$ cat config.mk
export PLATFORM = sky130hd
export DESIGN_NAME = i281_fetch_stage
export DESIGN_NICKNAME = d
export VERILOG_FILES = /design/src/rtl/i281_fetch_stage.sv
export SDC_FILE = /design/constraint.sdc
export NUM_CORES = 1
export LEC_CHECK = 0
export CAP_MARGIN = 0
export CORE_AREA = 2 2 116 118
export CTS_CLUSTER_DIAMETER = 80
export DETAILED_ROUTE_END_ITERATION = 7
export DIE_AREA = 0 0 118 120
export GPL_ROUTABILITY_DRIVEN = 0
export GPL_TIMING_DRIVEN = 0
export PLACE_DENSITY = 0.78
export SETUP_SLACK_MARGIN = 0.4
export SYNTH_ARGS = -nofsm -noshare
export SYNTH_HDL_FRONTEND = slang
export SYNTH_SLANG_ARGS = --single-unit
$ cat constraint.sdc
create_clock -name clock -period 4.19 [get_ports clock]
set_clock_uncertainty 0.2 [all_clocks]
set_input_delay 1.257 -clock clock [delete_from_list [all_inputs] [get_ports clock]]
set_output_delay 1.257 -clock clock [all_outputs]
set_load 0.01 [all_outputs]
$ cat src/rtl/i281_fetch_stage.sv
// i281_fetch_stage: single-slot instruction fetch stage for the i281 CPU.
//
// Fetches 16-bit instruction words from a 16-word combinational program ROM into one
// registered output slot. The slot hands off to decode through a valid/ready pair, and
// execute can redirect the fetch with a one-cycle pulse.
//
// Ports
//   clock          in   rising-edge clock
//   reset_n        in   asynchronous active-low reset
//   imem_words     in   16 ROM words, word k on bits [16k+15:16k]
//   run_en         in   1 = fetch, 0 = stop fetching and drain the slot
//   redirect_valid in   taken branch/jump pulse from execute
//   redirect_pc    in   branch target word address
//   decode_ready   in   decode can accept instr_out this cycle
//   instr_out      out  registered fetched instruction
//   instr_pc       out  word address instr_out came from
//   instr_valid    out  instr_out/instr_pc hold an unconsumed instruction
//   pc             out  next word address to fetch
//   running        out  high while in RUN
//   fetch_count    out  saturating count of accepted instructions
module i281_fetch_stage #(
    parameter logic [3:0] RESET_PC = 4'd0
) (
    input  logic         clock,
    input  logic         reset_n,
    input  logic [255:0] imem_words,
    input  logic         run_en,
    input  logic         redirect_valid,
    input  logic [3:0]   redirect_pc,
    input  logic         decode_ready,
    output logic [15:0]  instr_out,
    output logic [3:0]   instr_pc,
    output logic         instr_valid,
    output logic [3:0]   pc,
    output logic         running,
    output logic [7:0]   fetch_count
);

    typedef enum logic [1:0] {StIdle, StRun, StDrain} state_e;

    state_e      state_q, state_d;
    logic [15:0] instr_out_q, instr_out_d;
    logic [3:0]  instr_pc_q, instr_pc_d;
    logic        instr_valid_q, instr_valid_d;
    logic [3:0]  pc_q, pc_d;
    logic [7:0]  fetch_count_q, fetch_count_d;

    logic        accept;
    logic        slot_free;
    logic        do_fetch;
    logic [15:0] fetch_word;

    assign accept     = instr_valid_q & decode_ready;
    assign slot_free  = ~instr_valid_q | accept;
    assign fetch_word = imem_words[{pc_q, 4'b0000} +: 16];

    // State register.
    always_ff @(posedge clock or negedge reset_n) begin
        if (!reset_n) begin
            state_q <= StIdle;
        end else begin
            state_q <= state_d;
        end
    end

    // Next-state logic.
    always_comb begin
        state_d = state_q;
        unique case (state_q)
            StIdle: begin
                if (run_en) state_d = StRun;
            end
            StRun: begin
                // A redirect empties the slot, so there is nothing left to drain.
                if (!run_en) begin
                    state_d = (instr_valid_q && !accept && !redirect_valid) ? StDrain : StIdle;
                end
            end
            StDrain: begin
                if (accept || redirect_valid || !instr_valid_q) state_d = StIdle;
            end
            default: state_d = StIdle;
        endcase
    end

    // Output logic.
    always_comb begin
        running  = (state_q == StRun);
        do_fetch = (state_q == StRun) && run_en && slot_free && !redirect_valid;
    end

    // Datapath next-state: redirect beats fetch, fetch beats plain consume, else hold.
    always_comb begin
        instr_out_d   = instr_out_q;
        instr_pc_d    = instr_pc_q;
        instr_valid_d = instr_valid_q;
        pc_d          = pc_q;
        fetch_count_d = fetch_count_q;

        if (accept && fetch_count_q != 8'hFF) fetch_count_d = fetch_count_q + 8'd1;

        if (redirect_valid) begin
            instr_valid_d = 1'b0;
            pc_d          = redirect_pc;
        end else if (do_fetch) begin
            instr_out_d   = fetch_word;
            instr_pc_d    = pc_q;
            instr_valid_d = 1'b1;
            pc_d          = pc_q + 4'd1;
        end else if (accept) begin
            instr_valid_d = 1'b0;
        end
    end

    always_ff @(posedge clock or negedge reset_n) begin
        if (!reset_n) begin
            instr_out_q   <= 16'h0000;
            instr_pc_q    <= 4'h0;
            instr_valid_q <= 1'b0;
            pc_q          <= RESET_PC;
            fetch_count_q <= 8'h00;
        end else begin
            instr_out_q   <= instr_out_d;
            instr_pc_q    <= instr_pc_d;
            instr_valid_q <= instr_valid_d;
            pc_q          <= pc_d;
            fetch_count_q <= fetch_count_d;
        end
    end

    assign instr_out   = instr_out_q;
    assign instr_pc    = instr_pc_q;
    assign instr_valid = instr_valid_q;
    assign pc          = pc_q;
    assign fetch_count = fetch_count_q;

endmodule

# After elaboration in Yosys (flattened, before gate mapping)
# Cells that the tools add are included.
dict set report totals {
  ff_bits 35
  inputBits 265
  elab_cells 45
}
dict set report classes {
  n_addsub 2
  n_eq_ne 6
  shift 1
  mux 10
  n_bitwise 4
  n_reduce_logical 16
}
# operator n
set ops {}
lappend ops {{256-bit by 9-bit variable part select with 16-bit output} 1}
lappend ops {{8-bit by 1-bit adder with 8-bit output, second input constant} 1}
lappend ops {{2-bit 2-to-1 mux} 4}
lappend ops {{4-bit 2-to-1 mux} 2}
lappend ops {{8-bit inequality test, second input constant} 1}
lappend ops {{1-bit logical AND} 6}
lappend ops {{2-bit inequality test, second input constant} 3}
lappend ops {{2-bit case mux with 3 select lines} 1}
lappend ops {{4-bit by 1-bit adder with 4-bit output, second input constant} 1}
lappend ops {{1-bit logical NOT} 3}
lappend ops {{1-bit 2-to-1 mux} 3}
lappend ops {{3-bit AND reduction} 1}
lappend ops {{3-bit nonzero test} 1}
lappend ops {{2-bit by 1-bit == test with 1-bit output, second input constant} 1}
lappend ops {{2-bit == test, second input constant} 1}
lappend ops {{2-bit logical NOT} 1}
lappend ops {{1-bit logical OR} 2}
lappend ops {{1-bit NOT} 2}
lappend ops {{2-bit AND reduction} 1}
lappend ops {{2-bit nonzero test} 1}
lappend ops {{1-bit bitwise AND} 1}
lappend ops {{1-bit OR} 1}

# Longest topological paths before layout
dict set report logic_depth {
  depth_word 7
  depth_mapped 7
  ltp_nobuf 5
}

# Worst setup path before layout
# No wires, ideal clock.
dict set report synth_path {
  path_kind {input-to-reg}
  startpoint {input port redirect_valid}
  endpoint {register instr_out_q[10], in the netlist instr_out[10]}
  arrival_ns 2.337
  required_ns 3.902
  slack_ns 1.564
  cell_stages 4
  n_path_buf 0
  path_cell_list {or4b_1 > nor4_4 > a22oi_1 > o211ai_1}
}
dict set report synth_between {
  elab_chain_cells 3
  word_cells_on_any_way 4
  classes_between {bitwise: 1; reduce/logical: 3}
}
# item line
set synth_lines {}
lappend synth_lines {{start: declaration} 28} ;# input logic redirect_valid,
lappend synth_lines {{1-bit logical NOT} 89} ;# do_fetch = (state_q == StRun) && run_en && slot_free && !redirect_valid;
lappend synth_lines {{1-bit logical AND} 89}
lappend synth_lines {{2-bit AND reduction (no source line) (*)} n/a}
lappend synth_lines {{end signal: assignment} 123} ;# instr_out_q <= instr_out_d;
lappend synth_lines {{end: declaration} 42} ;# logic [15:0] instr_out_q, instr_out_d;
# Mark *: on every way between the ends. The rest lies on a longest branch, timed or not.
# A chain may end at the register's enable or synchronous reset.

# Worst setup path after layout
dict set report layout_path {
  startpoint {input port redirect_valid}
  endpoint {register instr_out_q[3], in the netlist instr_out[3]}
}
# Same word-level chain as after synthesis.

==> flow_summary.toml <==
[yosys]
synth_top_area_share_pct = 42.4
ys_ff_latch = 35
yosys-top-cells-area = "mux4_2, dfrtp_1, mux2i_1"
synth_most_common_cell = "mux4_2"
synth_cells = 253
yosysSeqAreaShare_pct = 25.8
synth_fp_nets = 520
ys.flop_type = "dfrtp_1"
postSynthAreaPerCell_sq_um = 13.4
async_reset_ff_share_pct = 100
synth_top_area_cell = "mux4_2"
ys_types = 37
syn_area_sq_um = 3400
ys_top_cells_by_count = "mux4_2, dfrtp_1, mux2i_1, nand2_1, buf_2"
yosys_warnings = 0
synth_edf_count = 0

[setup_path]
worst-path-stages = 5
r2r_cells = 6
path_buf_inv = 1
crit_fanout = 7
worst-r2r-setup-slack_ns = 1.76
crit_arrival_ns = 3.07
crit_path_cell_trace = "clkdlybuf4s50_1 > or4b_1 > nor4_4 > a22oi_1 > o211ai_1"
cp.required_ns = 4.18
cp_slowest_stage_delay_ns = 0.59
critPathKind = "input port to register"
slowest_stage = "or4b_1"
critPathLaunchType = "input port"
end_kind = "register"
cp_top_family = "simple AND/OR/NAND/NOR gates"

[timing]
fin_crit_sh_pct = 73.7
finalSetupTns_ns = 0
setup_viol = 0
hold_violations = 0
layout_setup_ws_ns = 1.10
max_freq_ghz = 0.324
slew_viol_final = 0
rsz0062_at_grt = "no"
min_period_ns = 3.09
hold_ws_ns = 0.280
tightest_slew_ns = 0.847
relSlewSlack_pct = 43.5

[placement]
place_ws_ns = 0.821
dp_hpwl_um = 14700
io_buffers = 298

[clock_network]
clk_latency_ns = 0.27
hold_buffers = 0
clkTransAtPathRegs_ns = 0.06
clock_tree.buffer_depth = 2
h-tree-depth = 2
cts_sinks = 35
cts_buffers = 5
cts_setup_buffers = 0
tritoncts = "done"
ctsResizeCount = 0
root_buffer = "clkbuf_16"

[global_route]
grt-ovfl-total = 0
grt_first_pass_wirelength_um = 24700
grt_pass1_vias = 4132
grt_max_degree = 36
grtUsageTotal_pct = 23.1
antenna_found_initial = 1

[routing]
post_drt_wl_per_cell_um = 22.7
vias_per_cell = 5.04
drt-total-wl_um = 16700
vias = 3711
drtAntennaViolNets = 0
drc = 0
dr.pass1.iters = 4
first_iter_violations = 206

[floorplan]
die-area_sq_um = 14200
core_area_sq_um = 13000
die_w_um = 118
dieHeight_um = 120
start_util_pct = 26.2
ios = 299
fp-row-count = 42

[power_and_ir_drop]
p_int_mw = 1.31
swShare_pct = 30.0
leakage_nw = 2.59
p_switching_mw = 0.562
ir_drop_v = 0.000149
comb_power_share_pct = 51.5
power.density_nw_per_um2 = 277
clockPowerShare_pct = 22.8
p_seq_share_pct = 25.6

[hold_path]
worstHoldPathCells = 1
hold_class = "register to register"

[final_layout]
final_nets = 825
drive_gt1_share_pct = 18.1
area_delta_synth_final_pct = 99.2

[run_status]
status = "finished clean"

[job]
cap_violations = 0
kinds of logic (layout without fill, tap and decap cells):
group / Yosys count / count (layout) / synth area share [%]
mux: 86 / 86 / 49.1
simple gates: 46 / 46 / 7.73
compound gates: 45 / 45 / 9.54
flops: 35 / 35 / 25.8
buf+inv: 29 / 335 / 4.56
xor+xnor: 10 / 10 / 2.58
fa+ha+maj: 2 / 2 / 0.736
other cells: 0 / 1 / 0
path summary, 6_finish.rpt:
| kind | startpoint | end |
|---|---|---|
| worst max-delay path | redirect_valid | instr_out[3]$_DFFE_PN0P_ |
| worst min-delay path | instr_out[1]$_DFFE_PN0P_ | instr_out[1]$_DFFE_PN0P_ |
| worst max register to register | pc[1]$_DFFE_PN0P_ | instr_out[3]$_DFFE_PN0P_ |
| worst min register to register | instr_out[1]$_DFFE_PN0P_ | instr_out[1]$_DFFE_PN0P_ |
| max in group asynchronous | reset_n | pc[1]$_DFFE_PN0P_ |
| min in group asynchronous | reset_n | fetch_count[5]$_DFFE_PN0P_ |
per-stage QoR:
| stage | cell area (sq um) | util [%] | total power [mW] | cells |
|---|---|---|---|---|
| 6_report | 6770 | 52.1 | 1.87 | 736 |
| 5_1_grt | 6770 | 52.1 | 1.97 | 736 |
| 4_1_cts | 6770 | 52.1 | 1.90 | 735 |
| 3_5_place_dp | 6600 | 50.8 | 1.46 | 727 |
| 3_3_place_gp | 6600 | 50.9 | 1.45 | 727 |
| 2_1_floorplan | 3400 | - | 0.921 | 253 |
area by class of cell:
cell class,instances,area (sq um)
clock inverter,3,43.8
antenna,1,2.50
buffer,25,140
timing repair buffer,298,2980
sequential,35,876
fill,1148,6210
inverter,4,15.0
tap,176,220
multi-input combinational,189,2370
clock buffer,5,125
power by group through the flow:
stage	Clock [mW]	Sequential [mW]	Combinational, mW
after detailed placement	0	0.486	0.974
after floorplan	0	0.512	0.409
after global placement	0	0.481	0.965
final	0.428	0.481	0.966
after CTS	0.439	0.481	0.978
after global routing	0.453	0.490	1.03
worst reg2reg max path: cells and delay by family (launching register included):
| kind | cells | cell delay, ns |
|---|---|---|
| AOI/OAI and AO/OA | 2 | 0.34 |
| muxes | 1 | 0.39 |
| buffers and inverters | 3 | 0.99 |
| DFF | 1 | 0.39 |
cell usage in the layout (no fill, tap or decap), types with 4 or more instances in the layout:
cell / synthesis / layout
a211oi_1: 7 / 7
a21o_1: 8 / 8
a22oi_1: 7 / 7
buf_2: 13 / 14
clkbuf_1: 6 / 6
clkbuf_16: 0 / 5
clkdlybuf4s50_1: 0 / 297
dfrtp_1: 35 / 35
mux2_2: 5 / 5
mux2i_1: 17 / 17
mux4_2: 64 / 64
nand2_1: 16 / 16
nand3_1: 4 / 4
nor2_1: 5 / 5
nor3_1: 6 / 6
o211ai_1: 7 / 7
o21ai_0: 4 / 4
o22ai_1: 7 / 7
xnor2_1: 4 / 4
xor2_1: 6 / 6
registers in the layout, indices dropped and copies added (netlist names):
name         count
pc               4
instr_valid      1
instr_pc         4
instr_out       16
state_q          2
fetch_count      8
metal layers:
metal	GRT usage, %	wire (um)	vias up
met5	0	0	-
met4	5.57	344	0
li1	-	-	1672
met3	4.47	1030	20
met2	43.4	9170	193
met1	26.9	6180	1826
Note: power is estimated with default switching activity, not from simulation.
